### src/rtl/pc_unit_pkg.sv
// Shared definitions for the program-counter unit.
// Width defaults, reset vector default and next-PC source encoding.
package pc_unit_pkg;

    localparam int DATAWIDTH_DEF    = 16;
    localparam int IMMWIDTH_DEF     = 8;
    localparam int RAS_DEPTH_DEF    = 4;
    localparam int RESET_VECTOR_DEF = 0;

    // Next-PC source; decode reuses this encoding for tracing.
    typedef enum logic [2:0] {
        SEL_SEQ  = 3'd0,
        SEL_BR   = 3'd1,
        SEL_JMP  = 3'd2,
        SEL_CALL = 3'd3,
        SEL_RET  = 3'd4
    } pc_sel_e;

endpackage

### src/rtl/pc_ras.sv
// Circular return-address stack.
// Push overwrites the oldest entry when full; pop on empty flags underflow.
module pc_ras
    import pc_unit_pkg::*;
#(
    parameter int DATAWIDTH = DATAWIDTH_DEF,
    parameter int RAS_DEPTH = RAS_DEPTH_DEF,
    parameter int PW        = (RAS_DEPTH > 1) ? $clog2(RAS_DEPTH) : 1,
    parameter int CW        = $clog2(RAS_DEPTH + 1)
) (
    input  logic                 clk,
    input  logic                 rst,
    input  logic                 en,
    input  logic                 push,
    input  logic                 pop,
    input  logic [DATAWIDTH-1:0] din,
    output logic [DATAWIDTH-1:0] top,
    output logic [CW-1:0]        count,
    output logic                 ovf,
    output logic                 unf
);

    logic [DATAWIDTH-1:0] mem [RAS_DEPTH];
    logic [PW-1:0]        top_ptr;
    logic [PW-1:0]        ptr_inc;
    logic [PW-1:0]        ptr_dec;
    logic                 full;
    logic                 empty;

    // Pointer neighbours wrap modulo depth, which need not be a power of two.
    always_comb begin
        ptr_inc = (top_ptr == PW'(RAS_DEPTH - 1)) ? '0 : top_ptr + 1'b1;
        ptr_dec = (top_ptr == '0) ? PW'(RAS_DEPTH - 1) : top_ptr - 1'b1;
        full    = (count == CW'(RAS_DEPTH));
        empty   = (count == '0);
        top     = empty ? '0 : mem[top_ptr];
    end

    // Stack state; pop wins over push, en low freezes everything.
    always_ff @(posedge clk) begin
        if (rst) begin
            for (int i = 0; i < RAS_DEPTH; i++) mem[i] <= '0;
            top_ptr <= '0;
            count   <= '0;
            ovf     <= 1'b0;
            unf     <= 1'b0;
        end else if (en) begin
            if (pop) begin
                if (!empty) begin
                    top_ptr <= ptr_dec;
                    count   <= count - 1'b1;
                end else begin
                    unf <= 1'b1;
                end
            end else if (push) begin
                mem[ptr_inc] <= din;
                top_ptr      <= ptr_inc;
                if (full) ovf <= 1'b1;
                else      count <= count + 1'b1;
            end
        end
    end

endmodule

### src/rtl/pc_unit.sv
// Fetch-stage program counter with branch/jump/call/return redirects.
// Holds the pc register and next-PC mux; return addresses live in pc_ras.
module pc_unit
    import pc_unit_pkg::*;
#(
    parameter int DATAWIDTH    = DATAWIDTH_DEF,
    parameter int IMMWIDTH     = IMMWIDTH_DEF,
    parameter int RAS_DEPTH    = RAS_DEPTH_DEF,
    parameter int RESET_VECTOR = RESET_VECTOR_DEF
) (
    input  logic                             clk,
    input  logic                             rst,
    input  logic                             pcEn,
    input  logic                             branch,
    input  logic                             jump,
    input  logic                             call,
    input  logic                             ret,
    input  logic [IMMWIDTH-1:0]              disp,
    input  logic [DATAWIDTH-1:0]             dDst,
    output logic [DATAWIDTH-1:0]             pc,
    output logic [DATAWIDTH-1:0]             pc_ra,
    output logic [DATAWIDTH-1:0]             pc_next,
    output logic [DATAWIDTH-1:0]             ras_top,
    output logic [$clog2(RAS_DEPTH+1)-1:0]   ras_count,
    output logic                             ras_ovf,
    output logic                             ras_unf
);

    logic [DATAWIDTH-1:0] disp_ext;
    logic [DATAWIDTH-1:0] br_tgt;
    logic                 ras_empty;
    pc_sel_e              sel;

    assign disp_ext  = {{(DATAWIDTH-IMMWIDTH){disp[IMMWIDTH-1]}}, disp};
    assign br_tgt    = pc + disp_ext;
    assign pc_ra     = pc + 1'b1;
    assign ras_empty = (ras_count == '0);

    // Fixed-priority source select: ret > call > jump > branch > sequential.
    always_comb begin
        sel = SEL_SEQ;
        priority case (1'b1)
            ret:     sel = SEL_RET;
            call:    sel = SEL_CALL;
            jump:    sel = SEL_JMP;
            branch:  sel = SEL_BR;
            default: sel = SEL_SEQ;
        endcase
    end

    // Next-PC mux; a ret on an empty stack falls through to pc+1.
    always_comb begin
        pc_next = pc_ra;
        case (sel)
            SEL_RET:  pc_next = ras_empty ? pc_ra : ras_top;
            SEL_CALL: pc_next = dDst;
            SEL_JMP:  pc_next = dDst;
            SEL_BR:   pc_next = br_tgt;
            default:  pc_next = pc_ra;
        endcase
    end

    // PC register; reset overrides the enable.
    always_ff @(posedge clk) begin
        if (rst)       pc <= DATAWIDTH'(RESET_VECTOR);
        else if (pcEn) pc <= pc_next;
    end

    pc_ras #(
        .DATAWIDTH (DATAWIDTH),
        .RAS_DEPTH (RAS_DEPTH)
    ) u_ras (
        .clk   (clk),
        .rst   (rst),
        .en    (pcEn),
        .push  (call && !ret),
        .pop   (ret),
        .din   (pc_ra),
        .top   (ras_top),
        .count (ras_count),
        .ovf   (ras_ovf),
        .unf   (ras_unf)
    );

endmodule

### config.mk
export PLATFORM = sky130hd
export DESIGN_NAME = pc_unit
export DESIGN_NICKNAME = d
export VERILOG_FILES = /design/src/rtl/pc_unit_pkg.sv /design/src/rtl/pc_ras.sv /design/src/rtl/pc_unit.sv
export SDC_FILE = /design/constraint.sdc
export NUM_CORES = 1
export LEC_CHECK = 0
export CAP_MARGIN = 20
export CORE_UTILIZATION = 55
export DETAILED_ROUTE_END_ITERATION = 10
export GPL_ROUTABILITY_DRIVEN = 1
export PLACE_DENSITY = 0.84
export REMOVE_ABC_BUFFERS = 1
export SLEW_MARGIN = 20
export SYNTH_ARGS = -nofsm -noshare
export SYNTH_HDL_FRONTEND = slang
export SYNTH_SLANG_ARGS = --single-unit
### constraint.sdc
create_clock -name clk -period 6.95 [get_ports clk]
set_clock_uncertainty 0.15 [all_clocks]
set_input_delay 2.085 -clock clk [delete_from_list [all_inputs] [get_ports clk]]
set_output_delay 2.085 -clock clk [all_outputs]
set_load 0.01 [all_outputs]
# == Word level (Yosys, flattened, before mapping) ==
# Memory sizes are Yosys's and may differ from the RTL's. A register that Yosys moved wholly into a read port is not among the register bits.
# Index checks and enable logic that the tools add are counted.
# word_totals
regBits,23
ramBits,64
input_bits,31
out_inout_bits,69
wordCells,60
mem_count,1
# op_classes
add_sub_neg,6
n_eq_ne,8
n_mux,28
n_bitwise,1
n_reduce_logical,11
# mem_list
name,depth,word_bits,rd,rd_ports_with_merged_regs,wr,line,source
u_ras.mem,4,16,1,1,4,pc_ras.sv:23,logic [DATAWIDTH-1:0] mem [RAS_DEPTH];
# ops
cell,count
$mux W16,3
$pmux W16 S3,1
$mux W2,9
$mux W3,6
$add A16 B1 Y16 const B,1
$add A16 B16 Y16,1
$reduce_or A16 Y1,1
$mux W1,9
$reduce_and A4 Y1,2
$eq A3 B2 Y1 const B,2
$eq A3 B3 Y1 const B,2
$reduce_and A3 Y1,2
$ne A2 B2 Y1 const B,2
$add A3 B1 Y3 const B,1
$eq A3 B1 Y1 const B,1
$logic_not A3 Y1,1
$sub A3 B1 Y3 const B,1
$add A2 B1 Y2 const B,1
$eq A2 B2 Y1 const B,1
$logic_not A2 Y1,1
$reduce_bool A2 Y1,1
$reduce_or A2 Y1,1
$sub A2 B1 Y2 const B,1
$logic_and A1 B1 Y1,1
2 further kinds,2

# == Depth between registers and ports, before layout ==
# depth
depth_word,9
ltp_mapped,8
mapped_depth_nobuf,8

# == Hierarchy ==
# Synthesis repeated with hierarchy kept, for this count alone.
# unflattened
cells_unflattened,555
area_unflattened_um2,5774.3
# modules_own_cells
module,instances,cells_each,area_each_um2,seq_area_each_um2
pc_ras,1,228,3417.0,2102.0
pc_unit,1,327,2357.3,320.3

# == Worst setup path before layout ==
# Ideal clock, no wire load.
# synth_path
path_type,input to output
startpoint,input disp[0]
endpoint,output pc_next[10]
arrival_time_ns,3.849
required_ns,4.715
slack_ns,0.866
cell_stages,8
n_path_buf,0
cell_sequence,ha_1 -> fa_1 -> a21oi_1 -> o21ai_0 -> a41o_1 -> or3_1 -> a31oi_1 -> inv_1
# synth_via
elab_chain_cells,2
# synth_rtl
element,line,source
start: declaration,pc_unit.sv:18,"input logic [IMMWIDTH-1:0] disp,"
$add A16 B16 Y16,pc_unit.sv:35,assign br_tgt = pc + disp_ext;
$pmux W16 S3,pc_unit.sv:54,case (sel)
end: declaration,pc_unit.sv:22,"output logic [DATAWIDTH-1:0] pc_next,"
# Every way passes these cells.

# == Worst setup path in the final report ==
# layout_path
startpoint,input disp[2]
endpoint,output pc_next[13]
# Same word-level chain as after synthesis.

==> results by group <==
Status
  – Outcome: finished, final reports clean

Min path
  – Hold Path Class: reg -> reg

Cells and area
  – Multi-input combinational cell area: 2670 um2
  – Register area: 2420 um2
  – Most common cell after layout, fill and taps aside: nor2_1
  – Diodes inserted: 0
  – Nets: 697
  – Area grow syn2layout: 30.7%
  – Finished Layout Cells: 781
  – Filler Cell Count: 639
  – Ratio of cells with drive above 1 in the final layout: 0.146
  – Most frequent cells in the layout: nor2_1 (103), clkdlybuf4s50_1 (93), edfxtp_1 (64), buf_4 (41), inv_1 (33)

Detailed routing
  – Drt pass-1 iters: 5
  – DR iter-0 viols: 440
  – Residual DRC count: 0
  – ANT nets after route: 0
  – Final WL: 15.4 mm
  – Routed WL per cell: 19.8 um
  – DR vias/cell: 6.10
  – Detailed-route via count: 4768

Synth
  – Syn avg cell area: 9.99 um2
  – Register area share after synthesis: 0.461
  – Number of synthesized flops with an enable pin: 64
  – Synth Cell Area: 5250 um2
  – Flops & latches, synth: 89
  – Cells after synthesis: 526
  – Largest area contributor in the netlist: edfxtp_1
  – Prevailing post-synth register cell: edfxtp_1
  – Cell variety after synth: 59
  – Post-synth top area share: 0.366
  – Synth async-reset ratio: 0
  – Area contributors post-synth: edfxtp_1 (37%), dfxtp_1 (9.5%), nor2_1 (7.4%)
  – Yosys warnings: 0

Timing
  – RSZ-0062 raised after global routing: yes
  – Max Clk Rate: 145 MHz
  – Period utilization: 0.992
  – Final hold viol count: 0
  – Final Critical Period: 6.89 ns
  – Worst slew pin tran: 1.03 ns
  – Max-slew violations: 0
  – Max transition margin: 0.311
  – Final setup margin: 0.0563 ns
  – Final setup violation count: 0

Critical path
  – Crit Path Max Fanout: 3
  – Data arrival, critical path: 4.66 ns
  – Critical Path RT: 4.72 ns
  – Top delay family on crit path: buffers and inverters
  – Critical path type: in -> out
  – Worst setup SP type: input port
  – Crit path buf inv count: 5
  – Endpoint class of the critical path: output port
  – Highest cell delay on the worst timing path: 0.53 ns
  – CP Cell Sequence: clkdlybuf4s50_1 -> ha_1 -> buf_4 -> o211ai_1 -> o211ai_1 -> buf_4 -> nand2_1 -> nor4_1 -> nor4_4 -> inv_1 -> clkdlybuf4s50_1
  – Crit path max-delay cell type: clkdlybuf4s50_1

Place
  – Pre-CTS setup slack: -0.315 ns
  – Input/output buffers: 99
  – Placed cells: 762
  – DPL Wire Length: 10.8 mm
  – RD Place Congestion: 0.959

Floorplanning
  – IO Pins: 100
  – Die area: 9950 um2
  – Core ar.: 9240 um2
  – Row count: 35
  – Die W: 99.7 um
  – Initial Util: 0.569
  – Die Ht: 99.7 um

Clock tree
  – Cts bufs inserted: 9
  – TritonCTS clock tree: done
  – Hold_buf cts: 0
  – TritonCTS sink count: 89
  – Root buffer cell: clkbuf_8
  – H-Tree Depth: 3
  – CTS max path bufs: 2
  – Clock latency on the worst-skew pair: 0.36 ns
  – CTS clk-pin slew, worst paths: 0.10 ns

Global routing
  – First-pass GRT wire length: 24.0 mm
  – Total track usage: 0.321
  – Vias in the first global route: 4667
  – Total gr overflow: 0
  – Largest net degree at the start of global routing: 38
  – Initial antenna violation count: 0

Run
  – Max-cap violations: 0

Power and ir drop
  – VDD IR max: 0.164 mV
  – Combinational cell fraction of total power: 0.315
  – NetSw: 0.000453 W
  – P per Cell Area: 204 nW/um2
  – Flop pwr share: 0.452
  – Switching share of power: 0.323
  – Leakage: 2.62 nW
  – Total power: 0.00140 W
  – Clk pwr share: 0.234
  – Internal power: 0.000948 W
[sequential cells by signal, summed over array words and instances (netlist names), named ones only]
register / count
u_ras.mem: 64
u_ras.top_ptr: 2
pc: 16
u_ras.unf: 1
u_ras.ovf: 1
u_ras.count: 3
[worst paths after layout]
kind             startpoint          end  slack [ns]  cells after the start
min               u_ras.ovf    u_ras.ovf        0.33                      2
min reg2reg       u_ras.ovf    u_ras.ovf        0.33                      2
max                 disp[2]  pc_next[13]        0.06                     11
max reg2reg  u_ras.count[2]       pc[13]        4.18                      7
[logic make-up (layout without fill, tap and decap cells)]
group           count (synthesis)  count (layout)  synth area share
simple gates                  204             204             0.181
compound gates                105             105             0.142
flops                          89              89             0.461
buf+inv                        65             191            0.0519
xor+xnor                       26              26            0.0433
fa+ha+maj                      19              19            0.0481
mux                            18              18            0.0724
[final cells by class]
cell class              count  share of cell area
well taps                 129              0.0235
clock buffers              11              0.0191
inverters                  34              0.0186
repair buffers            141               0.193
multi-input cells         372               0.388
flip-flops and latches     89               0.353
clock inverters             5             0.00528
[what timing repair did]
item                                   CTS  global route
setup endpoints to repair                6             5
cloned                                   0             0
pin swaps                                1             2
setup buffers                            1             2
endpoints found under the hold margin    0             0
resized for setup                       13            10
[per-layer routing]
metal / up-vias / GRT usage / share of wire
met4: 0 / 0.126 / 0.027
met1: 2310 / 0.411 / 0.38
met5: - / 0 / 0
li1: 2155 / - / -
met2: 264 / 0.544 / 0.50
met3: 39 / 0.0562 / 0.099
[Yosys cell counts (all sizes together), types with 7 or more instances]
master,instances
inv,34
nor4,8
a21oi,22
nor2b,20
nand3,15
nand2,26
nor2,104
ha,17
xor2,7
mux4,16
xnor2,19
a22oi,8
dfxtp,25
clkbuf,16
o21ai,23
buf,15
a211oi,10
edfxtp,64
[power groups by stage]
stage                     clock (W)  sequential [W]  combinational (W)
after CTS                  0.000328        0.000632           0.000429
after global placement            0        0.000642           0.000412
after detailed placement          0        0.000644           0.000419
after global routing       0.000350        0.000637           0.000474
final                      0.000328        0.000633           0.000441
after floorplan                   0        0.000640           0.000208
[through the flow]
step	hold WS (ns)	setup TNS (ns)	utilization	cell area, um2
after floorplan	0.310	0	-	5110
after global placement	0.300	-0.648	0.712	6580
after detailed placement	0.315	-0.865	0.712	6580
after CTS	0.331	0	0.735	6790
after global routing	0.358	-0.107	0.743	6870
final	0.333	0	0.743	6870
[worst reg2reg max path, cell delays in order, from the launching register on]
cell and delay [ns]:
dfxtp_1 0.38, nor3_2 0.86, buf_4 0.34, nor2_1 0.13, a22oi_1 0.16, o21ai_1 0.17, nor4_4 0.33, a211oi_1 0.11
(Power assumes the default switching activity.)
